## src/rtl/mux_scan_ctrl.sv

```systemverilog
// mux_scan_ctrl
// Scan sequencer for an external 8:1 mux. It walks the select lines through
// channels 0..7. It waits SETTLE_CYCLES idle cycles on each channel and then
// captures mux_in. The eight samples form one byte, which is handed downstream
// on a valid/ready handshake. A scan can run once or repeat continuously.
//
// Ports:
//   clk         system clock, rising edge
//   rst_n       asynchronous active-low reset
//   start       request one scan (only looked at in IDLE)
//   continuous  restart scanning automatically after each word handshake
//   mux_in      selected data bit from the mux
//   sel         mux select {S2,S1,S0}
//   word_data   assembled word, bit k = sample of channel k
//   word_valid  word_data valid
//   word_ready  downstream accepts word
//   busy        high while scanning or holding a word
module mux_scan_ctrl #(
  parameter int SETTLE_CYCLES = 1
) (
  input  logic       clk,
  input  logic       rst_n,
  input  logic       start,
  input  logic       continuous,
  input  logic       mux_in,
  output logic [2:0] sel,
  output logic [7:0] word_data,
  output logic       word_valid,
  input  logic       word_ready,
  output logic       busy
);

  localparam logic [3:0] SETTLE = 4'(SETTLE_CYCLES);

  typedef enum logic [1:0] {
    IDLE,
    SCAN,
    OUT
  } state_t;

  state_t     state, state_n;
  logic [3:0] cnt, cnt_n;
  logic [7:0] cap, cap_n;
  logic [7:0] data_n;
  logic [2:0] sel_n;
  logic       valid_n;

  // Next-state logic. Every output is computed here and then registered,
  // so sel, word_data and word_valid change only on clock edges.
  always_comb begin
    state_n = state;
    cnt_n   = cnt;
    cap_n   = cap;
    sel_n   = sel;
    data_n  = word_data;
    valid_n = word_valid;
    case (state)
      IDLE: begin
        sel_n = 3'd0;
        if (start) begin
          state_n = SCAN;
          cnt_n   = 4'd0;
          cap_n   = 8'h00;
        end
      end
      SCAN: begin
        if (cnt < SETTLE) begin
          cnt_n = cnt + 4'd1;
        end else begin
          // Capture edge. mux_in is sampled only here, so any glitches
          // during the settle cycles are ignored.
          cnt_n      = 4'd0;
          cap_n[sel] = mux_in;
          if (sel != 3'd7) begin
            sel_n = sel + 3'd1;
          end else begin
            // The last channel is folded in using the bit captured on this same edge.
            data_n  = cap_n;
            sel_n   = 3'd0;
            valid_n = 1'b1;
            state_n = OUT;
          end
        end
      end
      OUT: begin
        // The scan stays paused here, so no sample can be lost while a
        // word is still waiting for the handshake.
        if (word_ready) begin
          valid_n = 1'b0;
          sel_n   = 3'd0;
          cnt_n   = 4'd0;
          cap_n   = 8'h00;
          state_n = continuous ? SCAN : IDLE;
        end
      end
      default: begin
        state_n = IDLE;
        sel_n   = 3'd0;
        valid_n = 1'b0;
      end
    endcase
  end

  // State and output registers. A reset discards any partial or pending word.
  always_ff @(posedge clk or negedge rst_n) begin
    if (!rst_n) begin
      state      <= IDLE;
      cnt        <= 4'd0;
      cap        <= 8'h00;
      sel        <= 3'd0;
      word_data  <= 8'h00;
      word_valid <= 1'b0;
      busy       <= 1'b0;
    end else begin
      state      <= state_n;
      cnt        <= cnt_n;
      cap        <= cap_n;
      sel        <= sel_n;
      word_data  <= data_n;
      word_valid <= valid_n;
      busy       <= (state_n != IDLE);
    end
  end

endmodule

```

## config.mk

```make
export PLATFORM = sky130hd
export DESIGN_NAME = mux_scan_ctrl
export DESIGN_NICKNAME = d
export VERILOG_FILES = /design/src/rtl/mux_scan_ctrl.sv
export SDC_FILE = /design/constraint.sdc
export NUM_CORES = 1
export LEC_CHECK = 0
export ABC_AREA = 1
export ABC_CLOCK_PERIOD_IN_PS = 3860
export CAP_MARGIN = 30
export CORE_UTILIZATION = 45
export DETAILED_ROUTE_END_ITERATION = 8
export GPL_ROUTABILITY_DRIVEN = 0
export PLACE_DENSITY = 0.67
export SYNTH_ARGS = -nofsm -noshare
export SYNTH_HDL_FRONTEND = slang
export SYNTH_SLANG_ARGS = --single-unit
```

## constraint.sdc

```tcl
create_clock -name clk -period 3.86 [get_ports clk]
set_input_delay 1.158 -clock clk [delete_from_list [all_inputs] [get_ports clk]]
set_output_delay 1.158 -clock clk [all_outputs]
set_load 0.05 [all_outputs]
```

Yosys cells after proc, flatten, opt, wreduce, memory -nomap -nowiden
Cells that the tools add are included.
{"block": "op_classes", "reduce_logical": 9, "add_sub_neg": 2, "magnitude_cmp": 3, "bitwise_logic": 3, "mux": 25, "n_eq_ne": 7}
{"operator": "two-way mux 8 bit", "n": 3}
{"operator": "one-hot mux 8 bit (3 select lines)", "n": 1}
{"operator": "two-way mux 4 bit", "n": 3}
{"operator": "one-hot mux 4 bit (3 select lines)", "n": 1}
{"operator": "two-way mux 3 bit", "n": 3}
{"operator": "bitwise mux 8 bit", "n": 1}
{"operator": "two-way mux 2 bit", "n": 4}
{"operator": "inequality test 2 bit (second input constant)", "n": 4}
{"operator": "AND reduction 4 bit", "n": 2}
{"operator": "one-hot mux 2 bit (3 select lines)", "n": 1}
{"operator": "one-hot mux 3 bit (2 select lines)", "n": 1}
{"operator": "AND reduction 3 bit", "n": 2}
{"operator": "two-way mux 1 bit", "n": 5}
{"operator": "adder 4 x 1 -> 4 bit (second input constant)", "n": 1}
{"operator": "less-than comparator 3 x 4 -> 1 bit (second input constant)", "n": 1}
{"operator": "less-than comparator 4 x 1 -> 1 bit (second input constant)", "n": 1}
{"operator": "adder 3 x 1 -> 3 bit (second input constant)", "n": 1}
{"operator": "demux 1 bit (select 3 bit)", "n": 1}
{"operator": "greater-or-equal comparator 3 x 1 -> 1 bit (second input constant)", "n": 1}
{"operator": "inequality test 3 bit (second input constant)", "n": 1}
{"operator": "inverter 1 bit", "n": 3}
{"operator": "one-hot mux 1 bit (3 select lines)", "n": 1}
{"operator": "nonzero test 3 bit", "n": 1}
{"operator": "== test 2 x 1 -> 1 bit (second input constant)", "n": 1}
{"operator": "5 further kinds", "n": 5}
{"block": "word_totals", "register_bits": 27, "input_bits": 6, "output_inout_bits": 13}

Logic depth before layout (Yosys ltp)
Gate-level depths: netlist (run 1).
{"block": "depth", "word_depth": 7, "mapped_depth": 8, "depth_no_buf": 7}

Worst setup path before layout (run 1)
No wires, ideal clock.
{"block": "synth_timing", "kind": "input port to flip-flop", "start": "input word_ready", "end": "register cap[0]", "setup_ns": 0.116, "t_required_ns": 3.744, "n_path_buf": 0, "arrival_time_ns": 1.756, "cell_stages": 7, "setup_slack_ns": 1.987, "path_cell_list": "inv_1 o21ai_0 nand2_1 inv_1 nand2_4 nand2_1 nand2_1"}
{"block": "synth_between", "elab_chain_len": 2}
{"element": "from (decl)", "line": "29", "text": "input logic word_ready,"}
{"element": "inequality test 2 bit (no source line)"}
{"element": "AND reduction 4 bit (no source line)"}
{"element": "to (signal assigned)", "line": "117", "text": "cap <= cap_n;"}
{"element": "to (decl)", "line": "43", "text": "logic [7:0] cap, cap_n;"}
Every way passes these cells.
A chain may end at the register's enable or synchronous reset.

Worst setup path in the final report (run 1)
{"block": "layout_timing", "start": "register sel[0]", "end": "output sel[0]"}
{"element": "from (decl)", "line": "26", "text": "output logic [2:0] sel,"}
{"element": "from (signal assigned)", "line": "118", "text": "sel <= sel_n;"}
No word-level cell between the ends.

==> results of run 1 <==
==> kinds of logic (layout without fill, tap and decap cells) <==
logic type,Yosys count,count (layout),share of synthesized area (%)
AOI/OAI and AO/OA,16,16,6.173
adders and majority gates,4,4,3.527
buffers and inverters,26,45,7.936
DFF,27,27,47.62
and+or+nand+nor,109,109,34.74
==> metal layers <==
layer / vias up / GRT usage, % / wire length (um)
li1: 606 / - / -
met1: 508 / 24.72 / 1325
met2: 38 / 27.91 / 1186
met3: 4 / 2.902 / 126
met4: 0 / 6.803 / 27
met5: - / 0 / 0
==> through the flow <==
| step | area (um2) | utilization [%] | hold slack (ns) | setup WS [ns] |
|---|---|---|---|---|
| finish | 1659 | 54.79 | 0.4920 | 0.9350 |
| global placement | 1633 | 53.93 | 0.4569 | 1.345 |
| floorplan | 1419 | - | 0.4489 | 1.987 |
| global route | 1659 | 54.79 | 0.5171 | 0.8740 |
| CTS | 1659 | 54.79 | 0.4995 | 0.9268 |
| detailed placement | 1633 | 53.93 | 0.4652 | 1.312 |
==> sequential cells by signal (all words and copies together), names as in the netlist <==
register	cells
word_data	8
busy	1
sel	3
cap	8
cnt	4
state	2
word_valid	1
==> area by class of cell <==
| class | count | area, um2 | share of cell area (%) |
|---|---|---|---|
| sequential | 27 | 675.6 | 40.72 |
| multi-input combinational | 129 | 630.6 | 38.01 |
| timing repair buffer | 19 | 187.7 | 11.31 |
| inverter | 22 | 83.83 | 5.053 |
| tap | 44 | 55.05 | 3.318 |
| clock buffer | 4 | 26.28 | 1.584 |
==> cell usage in the layout (no fill, tap or decap) <==
cell type,instances
nand3_4,2
buf_4,1
inv_2,2
inv_1,18
clkinv_1,1
clkbuf_1,1
o21ai_2,2
nand2_1,70
ha_1,4
clkinv_2,1
nor2_1,17
nor2_4,2
a21oi_1,1
nand2_4,2
nand3_1,13
dfrtp_1,27
clkbuf_4,3
nand3b_1,2
o21ai_0,12
clkdlybuf4s50_1,18
nand4_1,1
o21ai_1,1
==> worst paths after layout <==
kind / startpoint / end / slack (ns) / cells after the start
max: sel[0] / sel[0] / 0.93 / 1
max in group asynchronous: rst_n / cap[7] / 2.42 / 2
min in group asynchronous: rst_n / busy / 1.19 / 2
min reg2reg: word_valid / word_valid / 0.49 / 2
max reg2reg: sel[0] / busy / 2.29 / 5
min: word_valid / word_valid / 0.49 / 2
==> flow_summary.json, run 1 <==
{
  "numCtsBuffers": 3,
  "cts.path.max_buffers": 2,
  "cp_slowest_cell": "clkdlybuf4s50_1",
  "fin_cells": 245,
  "crit_fanout": 11,
  "portBuffers": 18,
  "clkSlewWorstSetupHoldPaths_ns": 0.14,
  "synth.most_common_cell": "nand2_1",
  "start_kind": "flip-flop",
  "syn_area_per_cell_um2": 7.796,
  "synth_edf_count": 0,
  "antenna_found_initial": 0,
  "die-area_um2": 3381,
  "drive_gt1_share_pct": 7.463,
  "vias": 1156,
  "synth_common_cells": "nand2_1 (70), dfrtp_1 (27), inv_1 (18)",
  "synthFlopType": "dfrtp_1",
  "syn-num-nets": 192,
  "async_reset_ff_share_pct": 100.0,
  "status": "complete, no violations",
  "fp.dieW_um": 58.15,
  "tightest_slew_ns": 0.5084,
  "overflow": 0,
  "grt_pass1_wl_um": 4664,
  "diodes": 0,
  "arrival_ns": 1.77,
  "grt_pass1_vias": 1070,
  "crit_type": "flip-flop to primary output",
  "post_cts_buffers": 0,
  "finalSetupViolCount": 0,
  "max_stage_delay_ns": 0.88,
  "ys_top_cells_by_area": "dfrtp_1 (48%), nand2_1 (19%), inv_1 (4.8%)",
  "hpwl_um": 2019,
  "core_um2": 3028,
  "finalHoldViolations": 0,
  "ys_seq_elements": 27,
  "slew_viol_final": 0,
  "end_kind": "primary output",
  "cts_hold_buffers": 0,
  "dp_cells": 241,
  "synth_top_area_share_pct": 47.62,
  "max-slew-margin-rel_pct": 66.00,
  "tns_ns": 0,
  "syn-cell-area_um2": 1419,
  "clock_latency_ns": 0.32,
  "cp.required_ns": 2.70,
  "avgViaCountPerCell": 4.718,
  "synthDistinctLibCells": 21,
  "drc_errors": 0,
  "timing.fmax_mhz": 341.9,
  "drt_iter0_markers": 54,
  "ios": 19,
  "finalCriticalPeriod_ns": 2.925,
  "htree_levels": 1,
  "clock_sinks": 27,
  "routedWlPerCell_um": 10.88,
  "crit_path_cell_trace": "clkdlybuf4s50_1",
  "rsz0062_at_grt": "false",
  "drv_cap": 0,
  "first_pass_iters": 4,
  "postRouteAntennaNets": 0,
  "synthToLayoutAreaGrowth_pct": 16.93,
  "grt_max_degree": 28,
  "die_h_um": 58.15,
  "timing.final.crit_share_pct": 75.78,
  "cts_resized": 0,
  "cts_root_buffer": "clkbuf_4",
  "nets": 212,
  "grt_use_total_pct": 17.80,
  "drt-total-wl_um": 2666,
  "yosysSeqAreaShare_pct": 47.62,
  "initial_core_util_pct": 46.86,
  "cts_tree": "done",
  "ys.warnings.count": 0,
  "std_cell_rows": 20,
  "syn_inst": 182,
  "fill_cells": 296,
  "min_path_type": "flip-flop to flip-flop",
  "worst-path-buf-inv": 1,
  "skew_ns": 0.003146,
  "critical_path.top_delay_family": "buffers and inverters",
  "synth.largest_area_cell": "dfrtp_1"
}
Power of run 1 is left out: the tool's default activity adds up to more than one toggle a clock period on the data nets, which glitch-free logic cannot reach.
==> run 2, diff against run 1 <==
ABC_CLOCK_PERIOD_IN_PS = 2600   (was 3860)
PLACE_DENSITY = 0.7   (was 0.67)
clock period = 2.6 ns   (was 3.86 ns; I/O delays follow)
==> run 2 against run 1 <==
Hold slack gained 0.0026 ns; core utilization grew 0.25 points; largest cell class unchanged; register-to-register slack lost 1.3 ns; setup slack lost 0.65 ns; die area is the same; non-clock buffer count is the same; via count grew 0.69%; flip-flop and latch count is the same; clock skew shrank 0.0015 ns; routed wire length shrank 1.8%; global-route usage grew 0.70 points; critical endpoint is now word_data[2]; first-iteration DRC count grew 59%.
==> flow_summary.json, run 2 (same netlist as run 1, synthesis figures left out) <==
{
  "status": "complete, no violations",
  "timing.final.crit_share_pct": 88.90,
  "rrSetupSlack_ns": 1.03,
  "final_cell_mix": "nand2_1 (70), dfrtp_1 (27), inv_1 (18), nor2_1 (17), clkdlybuf4s50_1 (15)",
  "drive_gt1_share_pct": 7.463,
  "worst-path-buf-inv": 1,
  "busiest_layer": "met2",
  "r2r-end": "busy",
  "die_h_um": 58.15,
  "finalHoldViolations": 0,
  "die-area_um2": 3381,
  "hpwl_um": 2022,
  "routedWlPerCell_um": 10.69,
  "finalCriticalPeriod_ns": 2.312,
  "clkSlewWorstSetupHoldPaths_ns": 0.13,
  "grt_use_total_pct": 18.50,
  "drt-total-wl_um": 2619,
  "skew_ns": 0.001651,
  "vias": 1164,
  "avgViaCountPerCell": 4.751,
  "critical_path.top_delay_family": "buffers and inverters",
  "timing.fmax_mhz": 432.6,
  "std_cell_rows": 20,
  "max_stage_delay_ns": 0.81,
  "cts_root_buffer": "clkbuf_4",
  "grt_pass1_wl_um": 4726,
  "slew_viol_final": 0,
  "end_kind": "primary output",
  "grt_util_met2_pct": 32.18,
  "cts_hold_buffers": 0,
  "postRouteAntennaNets": 0,
  "dp_cells": 241,
  "tightest_slew_ns": 0.5151,
  "portBuffers": 18,
  "nets": 212,
  "r2r_cells": 5,
  "rsz0062_at_grt": "false",
  "numCtsBuffers": 3,
  "use_met3_pct": 4.241,
  "max-slew-margin-rel_pct": 65.60,
  "crit_type": "flip-flop to primary output",
  "start_kind": "flip-flop",
  "fin_cells": 245,
  "tns_ns": 0,
  "cts_tree": "done",
  "hold_end": "word_valid",
  "synthToLayoutAreaGrowth_pct": 17.46,
  "drc_errors": 0,
  "min_path_type": "flip-flop to flip-flop",
  "diodes": 0,
  "htree_levels": 1,
  "crit_fanout": 2,
  "met1_usage_pct": 22.13,
  "r2r-start": "sel[0]",
  "drv_cap": 0,
  "hold_start": "word_valid",
  "drt_iter0_markers": 86,
  "finalSetupViolCount": 0,
  "antenna_found_initial": 0,
  "overflow": 0,
  "crit_path_cell_trace": "clkdlybuf4s50_1",
  "ios": 19,
  "final_common_cell": "nand2_1",
  "grt_max_degree": 28,
  "core_um2": 3028,
  "clock_latency_ns": 0.33,
  "first_pass_iters": 4,
  "cp.required_ns": 1.82,
  "arrival_ns": 1.53,
  "cts.path.max_buffers": 2,
  "clock_sinks": 27,
  "fp.dieW_um": 58.15,
  "reg.largest.list": "cap (8), word_data (8), cnt (4)",
  "grt_pass1_vias": 1117,
  "cp_slowest_cell": "clkdlybuf4s50_1",
  "min_path_cells": 2,
  "initial_core_util_pct": 46.86
}
-- run 2: changes by cell type in the layout (fill, tap and decap cells not counted) --
| cell | change |
|---|---|
| dlymetal6s2s_1 | +3 |
| clkdlybuf4s50_1 | -3 |
-- run 2: timing repair --
item / in CTS / in global routing
endpoints found under the setup margin: 0 / 3
gates resized for setup: 0 / 3
setup buffers: 0 / 0
-- run 2: worst max path at each step --
stage            startpoint  depth (start not counted)      endpoint
6_report       word_data[2]                          1  word_data[2]
3_5_place_dp         sel[0]                          1        sel[0]
2_1_floorplan        sel[1]                          6  word_data[7]
3_3_place_gp         sel[0]                          1        sel[0]
4_1_cts              sel[0]                          1        sel[0]
5_1_grt        word_data[2]                          1  word_data[2]
-- run 2: layer usage --
metal	share of wire [%]	vias to the layer above
met3	4.7	5
met1	46	524
met2	48	29
li1	-	606
met5	0	-
met4	1.6	0
-- run 2: final cells by class --
| class | instances | area, um2 |
|---|---|---|
| well taps | 44 | 55.05 |
| clock buffers | 4 | 26.28 |
| flip-flops and latches | 27 | 675.6 |
| multi-input cells | 129 | 630.6 |
| repair buffers | 19 | 195.2 |
| inverters | 22 | 83.83 |
| fillers | 281 | 1361 |
-- run 2: stage by stage --
step / hold WS (ns) / util (%) / worst slack, ns / area (um2)
after floorplan: 0.4489 / - / 1.031 / 1419
after global placement: 0.4580 / 53.93 / 0.4642 / 1633
after detailed placement: 0.4655 / 53.93 / 0.4281 / 1633
after CTS: 0.4991 / 54.79 / 0.04359 / 1659
after global routing: 0.5174 / 55.04 / 0.2232 / 1667
final: 0.4946 / 55.04 / 0.2885 / 1667
Power of run 2 is left out for the same reason.
==> run 3, diff against run 2 <==
CTS_CLUSTER_DIAMETER = 50   (was unset)
SLEW_MARGIN = 20   (was unset)
==> results of run 3 <==
Final layout, timing and power as in run 2 (identical DEF).
Power of run 3 is left out for the same reason.
